### src/rtl/audio_adc_deserializer_if.sv
// rtl/audio_adc_deserializer_if.sv - stereo sample pair handshake between ADC deserializer and consumer
// mono_data is present only when ADC_MONO_MIX_EN is defined.
interface audio_adc_deserializer_if #(
    parameter int DATA_WIDTH = 24
);
    logic [DATA_WIDTH-1:0] left_data;
    logic [DATA_WIDTH-1:0] right_data;
    logic                  sample_valid;
    logic                  sample_ready;
`ifdef ADC_MONO_MIX_EN
    logic [DATA_WIDTH-1:0] mono_data;
`endif

    modport master (
        output left_data,
        output right_data,
        output sample_valid,
`ifdef ADC_MONO_MIX_EN
        output mono_data,
`endif
        input  sample_ready
    );

    modport slave (
        input  left_data,
        input  right_data,
        input  sample_valid,
`ifdef ADC_MONO_MIX_EN
        input  mono_data,
`endif
        output sample_ready
    );
endinterface

### src/rtl/audio_adc_deserializer.sv
// rtl/audio_adc_deserializer.sv - codec ADC left-justified stereo capture into a FWFT pair FIFO
// Optional ADC_MONO_MIX_EN adds a combinational mono mix of the FIFO head.
module audio_adc_deserializer #(
    parameter int DATA_WIDTH  = 24,
    parameter int FIFO_DEPTH  = 4,
    parameter int SYNC_STAGES = 2
) (
    input  logic                          CLOCK_50,
    input  logic                          reset,
    input  logic                          AUD_BCLK,
    input  logic                          AUD_ADCLRCK,
    input  logic                          AUD_ADCDAT,
    audio_adc_deserializer_if.master      smp,
    output logic [$clog2(FIFO_DEPTH):0]   fifo_level,
    output logic                          overflow,
    input  logic                          clear_overflow,
    output logic                          short_frame
);
    localparam int AW = $clog2(FIFO_DEPTH);
    localparam int CW = $clog2(DATA_WIDTH + 1);
    localparam logic [CW-1:0] LAST_BIT = CW'(DATA_WIDTH - 1);

    typedef enum logic [1:0] {ST_ALIGN, ST_SHIFT, ST_HOLD} state_t;

    state_t                 r_state, w_state_next;
    logic [SYNC_STAGES-1:0] r_bclk_sync, r_lrck_sync, r_dat_sync;
    logic                   r_bclk_d, r_lrck_d;
    logic                   w_bclk_rise, w_lrck_edge, w_lrck_lvl, w_dat;
    logic [DATA_WIDTH-1:0]  r_shift, w_shift_next, r_left_hold, r_right_hold;
    logic [CW-1:0]          r_count;
    logic                   r_chan, r_left_valid, r_push, r_short, r_overflow;
    logic                   w_start, w_shift_en, w_latch;
    logic [DATA_WIDTH-1:0]  r_mem_l [FIFO_DEPTH];
    logic [DATA_WIDTH-1:0]  r_mem_r [FIFO_DEPTH];
    logic [AW-1:0]          r_wr_ptr, r_rd_ptr;
    logic [AW:0]            r_level;
    logic                   w_full, w_pop, w_wr;

    always_ff @(posedge CLOCK_50 or posedge reset) begin
        if (reset) begin
            r_bclk_sync <= '0;
            r_lrck_sync <= '0;
            r_dat_sync  <= '0;
            r_bclk_d    <= 1'b0;
            r_lrck_d    <= 1'b0;
        end else begin
            r_bclk_sync <= {r_bclk_sync[SYNC_STAGES-2:0], AUD_BCLK};
            r_lrck_sync <= {r_lrck_sync[SYNC_STAGES-2:0], AUD_ADCLRCK};
            r_dat_sync  <= {r_dat_sync[SYNC_STAGES-2:0], AUD_ADCDAT};
            r_bclk_d    <= r_bclk_sync[SYNC_STAGES-1];
            r_lrck_d    <= r_lrck_sync[SYNC_STAGES-1];
        end
    end

    assign w_bclk_rise = r_bclk_sync[SYNC_STAGES-1] & ~r_bclk_d;
    assign w_lrck_lvl  = r_lrck_sync[SYNC_STAGES-1];
    assign w_lrck_edge = w_lrck_lvl ^ r_lrck_d;
    assign w_dat       = r_dat_sync[SYNC_STAGES-1];

    always_ff @(posedge CLOCK_50 or posedge reset) begin
        if (reset) r_state <= ST_ALIGN;
        else       r_state <= w_state_next;
    end

    always_comb begin
        w_state_next = r_state;
        case (r_state)
            ST_ALIGN: if (w_lrck_edge && w_lrck_lvl) w_state_next = ST_SHIFT;
            ST_SHIFT: if (w_lrck_edge || (w_bclk_rise && r_count == LAST_BIT)) w_state_next = ST_HOLD;
            ST_HOLD:  if (w_lrck_lvl != r_chan) w_state_next = ST_SHIFT;
            default:  w_state_next = ST_ALIGN;
        endcase
    end

    // HOLD restarts as soon as LRCK disagrees with the captured channel, which
    // also covers the edge that ended the word early.
    always_comb begin
        w_start    = 1'b0;
        w_shift_en = 1'b0;
        w_latch    = 1'b0;
        case (r_state)
            ST_ALIGN: w_start = w_lrck_edge && w_lrck_lvl;
            ST_SHIFT: begin
                w_shift_en = w_bclk_rise && !w_lrck_edge;
                w_latch    = w_lrck_edge || (w_bclk_rise && r_count == LAST_BIT);
            end
            ST_HOLD:  w_start = (w_lrck_lvl != r_chan);
            default:  ;
        endcase
    end

    // Bits land at their final MSB-first position, so a short word is already left-aligned.
    always_comb begin
        w_shift_next = r_shift;
        if (w_shift_en) w_shift_next[LAST_BIT - r_count] = w_dat;
    end

    always_ff @(posedge CLOCK_50 or posedge reset) begin
        if (reset) begin
            r_shift      <= '0;
            r_count      <= '0;
            r_chan       <= 1'b0;
            r_left_hold  <= '0;
            r_right_hold <= '0;
            r_left_valid <= 1'b0;
            r_push       <= 1'b0;
            r_short      <= 1'b0;
        end else begin
            r_push <= 1'b0;
            if (w_start) begin
                r_shift <= '0;
                r_count <= '0;
                r_chan  <= w_lrck_lvl;
            end else if (w_shift_en) begin
                r_shift <= w_shift_next;
                r_count <= r_count + 1'b1;
            end
            if (w_latch) begin
                if (r_chan) begin
                    r_left_hold  <= w_shift_next;
                    r_left_valid <= 1'b1;
                end else begin
                    r_right_hold <= w_shift_next;
                    r_push       <= r_left_valid;
                    r_left_valid <= 1'b0;
                end
            end
            if (w_latch && w_lrck_edge) r_short <= 1'b1;
            else if (clear_overflow)    r_short <= 1'b0;
        end
    end

    assign w_full = (r_level == (AW+1)'(FIFO_DEPTH));
    assign w_pop  = smp.sample_valid && smp.sample_ready;
    assign w_wr   = r_push && (!w_full || w_pop);

    always_ff @(posedge CLOCK_50 or posedge reset) begin
        if (reset) begin
            for (int i = 0; i < FIFO_DEPTH; i++) begin
                r_mem_l[i] <= '0;
                r_mem_r[i] <= '0;
            end
            r_wr_ptr   <= '0;
            r_rd_ptr   <= '0;
            r_level    <= '0;
            r_overflow <= 1'b0;
        end else begin
            if (w_wr) begin
                r_mem_l[r_wr_ptr] <= r_left_hold;
                r_mem_r[r_wr_ptr] <= r_right_hold;
                r_wr_ptr          <= r_wr_ptr + 1'b1;
            end
            if (w_pop) r_rd_ptr <= r_rd_ptr + 1'b1;
            if (w_wr && !w_pop)      r_level <= r_level + 1'b1;
            else if (!w_wr && w_pop) r_level <= r_level - 1'b1;
            if (r_push && w_full && !w_pop) r_overflow <= 1'b1;
            else if (clear_overflow)        r_overflow <= 1'b0;
        end
    end

    assign smp.sample_valid = (r_level != '0);
    assign smp.left_data    = r_mem_l[r_rd_ptr];
    assign smp.right_data   = r_mem_r[r_rd_ptr];
    assign fifo_level       = r_level;
    assign overflow         = r_overflow;
    assign short_frame      = r_short;

`ifdef ADC_MONO_MIX_EN
    logic signed [DATA_WIDTH:0] w_mono_sum;
    assign w_mono_sum    = $signed({r_mem_l[r_rd_ptr][DATA_WIDTH-1], r_mem_l[r_rd_ptr]})
                         + $signed({r_mem_r[r_rd_ptr][DATA_WIDTH-1], r_mem_r[r_rd_ptr]});
    assign smp.mono_data = DATA_WIDTH'(w_mono_sum >>> 1);
`endif
endmodule

### src/flat_wrapper.sv
// flat-port wrapper written by rule: the top's interface ports become plain ports
module audio_adc_deserializer_flat 
#(
    parameter int DATA_WIDTH  = 24,
    parameter int FIFO_DEPTH  = 4,
    parameter int SYNC_STAGES = 2
)
  (CLOCK_50, reset, AUD_BCLK, AUD_ADCLRCK, AUD_ADCDAT, fifo_level, overflow, clear_overflow, short_frame, smp_left_data, smp_right_data, smp_sample_valid, smp_sample_ready);
  audio_adc_deserializer_if #(.DATA_WIDTH(DATA_WIDTH)) smp_i ();
  input  logic CLOCK_50;
  input  logic reset;
  input  logic AUD_BCLK;
  input  logic AUD_ADCLRCK;
  input  logic AUD_ADCDAT;
  output logic [$clog2(FIFO_DEPTH):0] fifo_level;
  output logic overflow;
  input  logic clear_overflow;
  output logic short_frame;
  output wire logic [$bits(smp_i.left_data)-1:0] smp_left_data;
  output wire logic [$bits(smp_i.right_data)-1:0] smp_right_data;
  output wire logic [$bits(smp_i.sample_valid)-1:0] smp_sample_valid;
  input wire logic [$bits(smp_i.sample_ready)-1:0] smp_sample_ready;
  assign smp_left_data = smp_i.left_data;
  assign smp_right_data = smp_i.right_data;
  assign smp_sample_valid = smp_i.sample_valid;
  assign smp_i.sample_ready = smp_sample_ready;
  audio_adc_deserializer #(.DATA_WIDTH(DATA_WIDTH), .FIFO_DEPTH(FIFO_DEPTH), .SYNC_STAGES(SYNC_STAGES)) u_core (.CLOCK_50(CLOCK_50), .reset(reset), .AUD_BCLK(AUD_BCLK), .AUD_ADCLRCK(AUD_ADCLRCK), .AUD_ADCDAT(AUD_ADCDAT), .smp(smp_i), .fifo_level(fifo_level), .overflow(overflow), .clear_overflow(clear_overflow), .short_frame(short_frame));
endmodule
### config.mk
export PLATFORM = sky130hd
export DESIGN_NAME = audio_adc_deserializer_flat
export DESIGN_NICKNAME = d
export VERILOG_FILES = /design/src/rtl/audio_adc_deserializer_if.sv /design/src/rtl/audio_adc_deserializer.sv /design/src/flat_wrapper.sv
export SDC_FILE = /design/constraint.sdc
export NUM_CORES = 1
export LEC_CHECK = 0
export BUFFER_PORTS_ARGS = -buffer_cell sky130_fd_sc_hd__buf_4
export CAP_MARGIN = 40
export CORE_MARGIN = 5
export CORE_UTILIZATION = 55
export CTS_CLUSTER_DIAMETER = 80
export DETAILED_ROUTE_END_ITERATION = 8
export PLACE_DENSITY = 0.82
export SYNTH_ARGS = -nofsm -noshare
export SYNTH_HDL_FRONTEND = slang
export SYNTH_SLANG_ARGS = --single-unit
### constraint.sdc
create_clock -name CLOCK_50 -period 11.9 [get_ports CLOCK_50]
set_input_delay 2.38 -clock CLOCK_50 [delete_from_list [all_inputs] [get_ports CLOCK_50]]
set_output_delay 2.38 -clock CLOCK_50 [all_outputs]
set_load 0.02 [all_outputs]
# After elaboration in Yosys (flattened, before gate mapping)

Index checks and enable logic that the tools add are counted.

Add/subtract/negate cells: 6
Order comparisons: 5
Equal/unequal tests: 8
Muxes and demuxes: 33
Bitwise gates (word level): 6
Reduce and logical (&&, ||, !) cells: 27

Operator list:

| kind                                                | number |
|---|---|
| bitwise mux 96 bit                                  | 2 |
| 2-to-1 mux 24 bit                                   | 8 |
| binary-select mux 24 bit (select 2 bit)             | 2 |
| demux 24 bit (select 2 bit)                         | 1 |
| bitwise mux 24 bit                                  | 1 |
| logical AND 1 bit                                   | 12 |
| 2-to-1 mux 5 bit                                    | 2 |
| 2-to-1 mux 1 bit                                    | 9 |
| nonzero test 2 bit                                  | 4 |
| >= comparator 3 bit, second input constant          | 2 |
| < comparator 5 x 6 -> 1 bit, second input constant  | 1 |
| 2-to-1 mux 2 bit                                    | 3 |
| 2-to-1 mux 3 bit                                    | 2 |
| != test 2 x 1 -> 1 bit, second input constant       | 3 |
| NOT 2 -> 3 bit                                      | 2 |
| one-hot mux 2 bit (3 select lines)                  | 1 |
| adder 5 x 1 -> 5 bit, second input constant         | 1 |
| demux 1 bit (select 5 bit)                          | 1 |
| equality test 5 bit, second input constant          | 1 |
| >= comparator 5 x 1 -> 1 bit, second input constant | 1 |
| subtractor 5 bit, first input constant              | 1 |
| adder 2 x 1 -> 2 bit, second input constant         | 2 |
| zero test 1 bit                                     | 4 |
| AND reduction 2 bit                                 | 2 |
| other kinds (15)                                    | 17 |

Register bits: 291
Output and inout port bits: 54

# Logic depth before layout (Yosys ltp)

Gate-level depths: netlist of the first run.

Depth in word-level cells: 9
Depth in mapped cells: 9

# Worst setup path after synthesis of the first run

No wires, ideal clock.

Path type: input to register
Start point: in smp_sample_ready
End point: reg u_core.r_level[1] (netlist: u_core.fifo_level[1])
Library setup time: 0.125 ns
Arrival: 3.753 ns
Slack: 8.022 ns
Stages on the path: 7
Buffers on the path: 1
Cell sequence: nor4b_2 -> nor2b_1 -> buf_2 -> ha_1 -> inv_1 -> fa_1 -> mux2_2

Longest elaborated chain between the ends: 6
Elaborated cells between the ends (all ways): 9

RTL lines:

| element                             | RTL line                      | RTL |
|---|---|---|
| from (decl)                         | flat_wrapper.sv:22            | `input wire logic [$bits(smp_i.sample_ready)-1:0] smp_sample_ready;` |
| logical AND 1 bit *                 | audio_adc_deserializer.sv:134 | `assign w_pop = smp.sample_valid && smp.sample_ready;` |
| logical OR 1 bit *                  | audio_adc_deserializer.sv:135 | `assign w_wr = r_push && (!w_full \|\| w_pop);` |
| logical AND 1 bit *                 | audio_adc_deserializer.sv:135 |  |
| net u_core.w_wr                     | audio_adc_deserializer.sv:37  | `logic w_full, w_pop, w_wr;` |
| zero test 1 bit                     | audio_adc_deserializer.sv:155 | `else if (!w_wr && w_pop) r_level <= r_level - 1'b1;` |
| logical AND 1 bit                   | audio_adc_deserializer.sv:155 |  |
| nonzero test 2 bit (no source line) | -                             |  |
| to (signal assigned)                | audio_adc_deserializer.sv:154 | `if (w_wr && !w_pop) r_level <= r_level + 1'b1;` |
| to (signal assigned)                | audio_adc_deserializer.sv:155 |  |
| to (decl)                           | audio_adc_deserializer.sv:36  | `logic [AW:0] r_level;` |

The timed path passes the listed nets; every way through them passes the cells marked *.
A chain may end at the register's enable or synchronous reset.

# Worst setup path after layout of the first run

Start point: reg u_core.r_rd_ptr[0]
End point: out smp_left_data[13]

Longest elaborated chain between the ends: 4

RTL lines:

| element                                               | RTL line                      | RTL |
|---|---|---|
| from (decl)                                           | audio_adc_deserializer.sv:35  | `logic [AW-1:0] r_wr_ptr, r_rd_ptr;` |
| from (signal assigned)                                | audio_adc_deserializer.sv:153 | `if (w_pop) r_rd_ptr <= r_rd_ptr + 1'b1;` |
| NOT 2 -> 3 bit (not written as such)                  | audio_adc_deserializer.sv:162 | `assign smp.left_data = r_mem_l[r_rd_ptr];` |
| binary-select mux 24 bit (select 2 bit)               | audio_adc_deserializer.sv:162 |  |
| 2-to-1 mux 24 bit (not written as such) (2 in series) | audio_adc_deserializer.sv:162 |  |
| to (decl)                                             | flat_wrapper.sv:19            | `output wire logic [$bits(smp_i.left_data)-1:0] smp_left_data;` |

Every way passes these cells. The select of a mux whose other input is x is not followed.

==> results.toml, run 1 <==
[placed_design]
dp_cells = 1104
port_buffers = 60
place_area_sq_um = 13400
hpwl_mm = 15.3
gp_congestion = 0.805
place_ws_ns = 7.28

[synth]
synth_nets = 809
synth-main-ff-cell = "dfrtp_1"
avgSynthCellArea_sq_um = 16.0
netlist_area_sq_um = 12600
ys_ff_latch = 291
synth_warnings = 0
syn-instance-count = 791
seq_area_frac_synth_pct = 57.6
async_flop_share_pct = 100
synthDistinctLibCells = 41
synth-edff-count = 0

[drt]
drc = 0
ant_nets = 0
via_per_inst = 5.93
vias = 6852
wirelength_mm = 24.9
firstDrtPassIters = 4
drtIter0Drc = 342
wl_per_cell_um = 21.6

[sta]
relSlewSlack_pct = 42.3
tns_ns = 0
setup_slack_ns = 6.87
hold_violations = 0
rsz0062_at_grt = "no"
holdWs_ns = 0.353
min_period_ns = 5.03
fmax_ghz = 0.199
skew_ns = 0.0135
post-route-period-util_pct = 42.3
setup_violations = 0
tightest_slew_ns = 0.864
drv_slew = 0

[global_routing]
grt_max_degree = 122
track_usage_pct = 19.8
first_global_vias = 7672
grt-ovfl-total = 0
antenna_found_initial = 0
grt_first_pass_wirelength_mm = 41.8

[clocking]
numCtsBuffers = 28
clk_pin_slew_ns = 0.06
cts-root-buf = "clkbuf_16"
ctsHoldBuffers = 0
clock_sinks = 291
cts_tree = "yes"
cts-resized-gates = 0
ctsHtreeMaxLevel = 1
postCtsSetupBuffers = 0
clock_latency_ns = 0.53
cts_buffer_depth = 3

[final_layout]
stdcell_area_sq_um = 14300
diodes = 0
drive_gt1_share_pct = 51.7
finish.utilization_pct = 63.0
multi_input_area_sq_um = 5040
syn2layout_area_growth_pct = 12.8
final.fill_count = 1600
regArea_sq_um = 7290
fin_cells = 1155
fin_nets = 867

[worst_setup_path]
path_max_fanout = 31
ff2ff_setup_slack_ns = 9.05
crit_arrival_ns = 2.65
crit-reg2reg-launch = "u_core.r_count[0]"
required_ns = 9.52
start_kind = "register"
crit_path_frequent_cell = "buf_4"
r2r_end = "u_core.r_left_hold[9]"
crit_type = "register to output port"
crit_chain = "buf_4 -> mux4_2 -> buf_4"
rr_worst_depth = 6
crit_slowest_cell = "dfrtp_4"
end_kind = "output port"
slowest_delay_ns = 0.69

[outcome]
run_status = "complete, no violations"

[power]
total_power_mw = 2.29
peakVddDrop_uv = 145
power_density_nw_per_um2 = 161
power_leakage_nw = 7.09

[floorplan]
num_io_pins = 61
initial_utilization_pct = 55.9
die_w_um = 162
die_area_sq_um = 26100
dieHeight_um = 162
core_area_sq_um = 22600
rows = 55

[job]
maxCapViolations = 0

[hold_path]
whs_path_depth = 0
hold_path_class = "register to register"
holdCritStartpoint = "u_core.r_dat_sync[0]"
holdPathEnd = "u_core.r_dat_sync[1]"
[sequential cells by signal (all words and copies together), names as in the netlist, 3 cells and up]
name and cells:
u_core.r_mem_l 96, u_core.r_mem_r 96, u_core.r_left_hold 24, u_core.r_right_hold 24
u_core.r_shift 24, u_core.r_count 5, u_core.fifo_level 3
[layer usage]
metal	global-route usage [%]	vias up	share of wire (%)
met5	0	-	0
met3	2.84	38	3.8
met2	35.0	132	53
met4	4.34	0	1.7
met1	26.4	3648	42
li1	-	3034	-
[synthesized netlist by cell type, drive strengths merged (2+ instances only)]
cell type | n | share of area [%]
a22o | 18 | 1.2
buf | 39 | 2.1
clkbuf | 9 | 0.27
dfrtp | 291 | 58
ha | 10 | 0.99
inv | 9 | 0.27
mux2 | 267 | 24
mux4 | 48 | 8.5
nand2 | 16 | 0.47
nand2b | 2 | 0.099
nand3 | 2 | 0.079
nand3b | 7 | 0.51
nor2 | 8 | 0.26
nor3 | 26 | 1.1
o21ai | 4 | 0.16
o2bb2ai | 6 | 0.42
or2 | 2 | 0.099
or3 | 3 | 0.15
or3b | 3 | 0.21
xnor2 | 6 | 0.42
xor2 | 2 | 0.14
[final cells by class]
cell class,instances,share of cell area (%)
repair buffers,76,4.47
well taps,285,2.50
flip-flops and latches,291,51.1
clock buffers,43,5.88
clock inverters,8,0.474
inverters,9,0.289
multi-input cells,443,35.3
[cell usage in the layout, fill, tap and decap left out, drive strengths merged, types with 2 or more instances in the layout]
cell     Yosys  layout
or3          3       3
o21ai        4       4
xor2         2       2
ha          10      10
nand3b       7       7
nor3        26      26
clkinv       0       6
mux2       267     267
inv          9       9
or2          2       2
mux4        48      48
nand3        2       2
or3b         3       3
xnor2        6       6
clkbuf       9      43
a22o        18      18
o2bb2ai      6       6
nand2       16      16
nand2b       2       2
dfrtp      291     291
buf         39      76
nor2         8       8
[where the power goes]
part / total (mW) / internal (mW) / switching [mW]
logic: 0.341 / 0.148 / 0.192
registers: 1.08 / 1.02 / 0.0637
clock network: 0.870 / 0.505 / 0.364
[critical path, delay by kind of cell, from the launching register on]
family,cells,cell delay (ns)
flip-flops,1,0.69
multiplexers,1,0.61
buffers and inverters,2,0.80
[worst max-delay path by stage]
stage | slack (ns) | start | to | depth (start not counted)
2_1_floorplan | 1.49 | reset | u_core.fifo_level[0] | 1
5_1_grt | 6.68 | u_core.r_rd_ptr[0] | smp_left_data[13] | 3
6_report | 6.87 | u_core.r_rd_ptr[0] | smp_left_data[13] | 3
4_1_cts | 6.75 | u_core.r_rd_ptr[0] | smp_left_data[7] | 3
3_5_place_dp | 7.28 | smp_sample_ready | u_core.r_mem_r[9] | 6
3_3_place_gp | 7.35 | u_core.r_rd_ptr[0] | smp_left_data[7] | 3
[cells by family (layout without fill, tap and decap cells)]
| group | Yosys count | in the layout | synth area share (%) |
|---|---|---|---|
| buf+inv | 57 | 136 | 2.68 |
| fa+ha+maj | 11 | 11 | 1.15 |
| flops | 291 | 291 | 57.6 |
| compound gates | 36 | 36 | 2.37 |
| simple gates | 73 | 73 | 3.36 |
| mux | 315 | 315 | 32.3 |
| xor+xnor | 8 | 8 | 0.554 |
Power figures use the tool's default switching activity.
==> inputs of run 2 (changes only) <==
--- a/config.mk
+++ b/config.mk
@@ -5,13 +5,14 @@
 export SDC_FILE = /design/constraint.sdc
 export NUM_CORES = 1
 export LEC_CHECK = 0
+export ABC_AREA = 1
 export BUFFER_PORTS_ARGS = -buffer_cell sky130_fd_sc_hd__buf_4
 export CAP_MARGIN = 40
 export CORE_MARGIN = 5
 export CORE_UTILIZATION = 55
 export CTS_CLUSTER_DIAMETER = 80
 export DETAILED_ROUTE_END_ITERATION = 8
-export PLACE_DENSITY = 0.82
+export PLACE_DENSITY = 0.84
 export SYNTH_ARGS = -nofsm -noshare
 export SYNTH_HDL_FRONTEND = slang
 export SYNTH_SLANG_ARGS = --single-unit
==> constraint.sdc (replaced) <==
create_clock -name CLOCK_50 -period 4.2 [get_ports CLOCK_50]
set_input_delay 0.84 -clock CLOCK_50 [delete_from_list [all_inputs] [get_ports CLOCK_50]]
set_output_delay 0.84 -clock CLOCK_50 [all_outputs]
set_load 0.02 [all_outputs]
==> run 2 against run 1 <==
Net effect:
- cell count is 66% higher
- count of clock-buffer cells in the layout grew 3
- synthesized cell count up 99%
- register-to-register slack got worse by 7.3 ns
- core utilization is 0.19 points lower
- setup slack lost 6.0 ns
- flip-flop and latch count unchanged
- sequential power increased to 2.8 times the previous value
- hold slack worse by 0.0056 ns
- non-clock buffer count up 9
- wire length increased by 37%
- via count increased by 65%
==> results.toml, run 2 <==
[outcome]
run_status = "complete, no violations"

[hold_path]
hold_path_class = "register to register"
holdCritStartpoint = "u_core.r_lrck_sync[0]"
holdPathEnd = "u_core.r_lrck_sync[1]"
whs_path_depth = 0

[drt]
drc = 0
firstDrtPassIters = 5
wl_per_cell_um = 17.8
vias = 11281
via_per_inst = 5.89
ant_nets = 0
wirelength_mm = 34.2
drtIter0Drc = 1542

[floorplan]
dieHeight_um = 164
die_w_um = 164
num_io_pins = 61
rows = 56
initial_utilization_pct = 55.6
core_area_sq_um = 23400
die_area_sq_um = 26800

[synth]
synthTopCellsByArea = "dfrtp_1 56%, nand2_1 15%, o21ai_0 11%"
seq_area_frac_synth_pct = 56.0
synthDistinctLibCells = 31
synth_common_cells = "507 x nand2_1, 294 x o21ai_0, 291 x dfrtp_1"
avgSynthCellArea_sq_um = 8.26
synth_top_area_share_pct = 56.0
netlist_area_sq_um = 13000
async_flop_share_pct = 100
syn-instance-count = 1574
ys_ff_latch = 291
synth-edff-count = 0
yosys.area.top_type = "dfrtp_1"
yosysMostFrequentCell = "nand2_1"
synth_warnings = 0
synth_nets = 1592
synth-main-ff-cell = "dfrtp_1"

[power]
combPwrFrac_pct = 36.5
p_int_mw = 5.57
power_density_nw_per_um2 = 618
power_leakage_nw = 7.65
peakVddDrop_uv = 434
power.switching_mw = 3.52
total_power_mw = 9.08
clock_power_share_pct = 30.0
seqPwrFrac_pct = 33.5
p_sw_share_pct = 38.7

[final_layout]
diodes = 0
layout_common_cells = "507 x nand2_1, 294 x o21ai_0, 290 x dfrtp_1"
final_common_cell = "nand2_1"
final.fill_count = 1846
reg.largest.list = "u_core.r_mem_l x96, u_core.r_mem_r x96"
fin_nets = 1594
stdcell_area_sq_um = 14700
finish.utilization_pct = 62.8
drive_gt1_share_pct = 9.27
syn2layout_area_growth_pct = 13.0

[clocking]
ctsHtreeMaxLevel = 1
clk_pin_slew_ns = 0.06
clock_sinks = 291
ctsHoldBuffers = 0
postCtsSetupBuffers = 0
clock_latency_ns = 0.55
cts-root-buf = "clkbuf_16"
numCtsBuffers = 30
cts-resized-gates = 0
cts_tree = "yes"
cts_buffer_depth = 3

[worst_setup_path]
path_max_fanout = 31
crit_type = "register to output port"
rr_worst_depth = 10
crit_arrival_ns = 2.48
start_kind = "register"
crit-reg2reg-launch = "u_core.fifo_level[0]"
ff2ff_setup_slack_ns = 1.71
end_kind = "output port"
r2r_end = "u_core.r_mem_l[19]"
required_ns = 3.36

[sta]
setup_slack_ns = 0.878
fmax_ghz = 0.301
drv_slew = 0
hold_violations = 0
rsz0062_at_grt = "no"
min_period_ns = 3.32
post-route-period-util_pct = 79.1
relSlewSlack_pct = 37.6
setup_violations = 0
tightest_slew_ns = 0.936
holdWs_ns = 0.347
skew_ns = 0.0117

[placed_design]
port_buffers = 60
place_ws_ns = 1.49
hpwl_mm = 20.0
place_area_sq_um = 13700
gp_congestion = 0.873

[global_routing]
grt_first_pass_wirelength_mm = 56.6
antenna_found_initial = 0
track_usage_pct = 25.9
first_global_vias = 10959
grt-ovfl-total = 0
grt_max_degree = 107

[job]
maxCapViolations = 0
run 2: cell types whose count changed after synthesis, moves of 48 or more:
cell / delta
nand2_1: +491
o21ai_0: +290
mux4_2: -48
nor2_1: +129
o22ai_1: +48
mux2_2: -263
clkbuf_1: +63
run 2: cell type report:
type                       count  area, sq um  share of cell area (%)
inverter                      55          210                    1.43
clock buffer                  46          902                    6.14
sequential                   291         7280                    49.5
tap                          319          399                    2.71
clock inverter                 7          110                   0.749
timing repair buffer          85          761                    5.17
multi-input combinational   1113         5040                    34.3
run 2: layer usage:
layer / share of wire, % / vias to the layer above / wire length, um / track usage [%]
met5: 0 / - / 0 / 0
met4: 2.9 / 0 / 1000 / 9.19
met3: 8.3 / 83 / 2840 / 4.32
met2: 49 / 593 / 16900 / 43.7
met1: 39 / 5458 / 13500 / 34.1
li1: - / 5147 / - / -
run 2: power by group through the flow:
stage          Sequential, mW  Combinational (mW)  Clock, mW
6_report                 3.05                3.31       2.72
3_5_place_dp             3.09                3.28          0
3_3_place_gp             3.09                3.21          0
2_1_floorplan            3.07                2.07          0
4_1_cts                  3.04                3.30       2.76
5_1_grt                  3.06                3.56       2.89
run 2: worst max-delay path by stage:
| stage | start | to | slack, ns | depth (start not counted) |
|---|---|---|---|---|
| finish | u_core.r_rd_ptr[1] | smp_right_data[2] | 0.88 | 4 |
| global route | u_core.r_rd_ptr[1] | smp_left_data[11] | 0.80 | 5 |
| CTS | u_core.r_rd_ptr[1] | smp_right_data[2] | 0.93 | 4 |
| detailed placement | smp_sample_ready | u_core.r_mem_l[13] | 1.49 | 9 |
| global placement | smp_sample_ready | u_core.r_mem_r[22] | 1.53 | 9 |
| floorplan | reset | u_core.fifo_level[0] | -0.50 | 1 |
run 2: metrics by stage:
step                instances  TNS, ns
global route             1916        0
floorplan                1574  -145.84
detailed placement       1863        0
global placement         1860        0
CTS                      1916        0
finish                   1916        0
run 2: worst max-delay path: stages (launching register included):
cell,delay [ns]
dfrtp_1,0.79
buf_4,0.47
o21ai_0,0.16
o22ai_1,0.27
buf_4,0.20
run 2: logic make-up after synthesis:
group | count (synthesis) | share of synthesized area, %
AND/OR/NAND/NOR | 701 | 21.1
AO/OA/AOI/OAI | 395 | 15.8
flip-flops | 291 | 56.0
buffers and inverters | 170 | 5.58
adder cells (fa/ha/maj) | 11 | 1.12
XOR/XNOR | 5 | 0.337
multiplexers | 1 | 0.0866
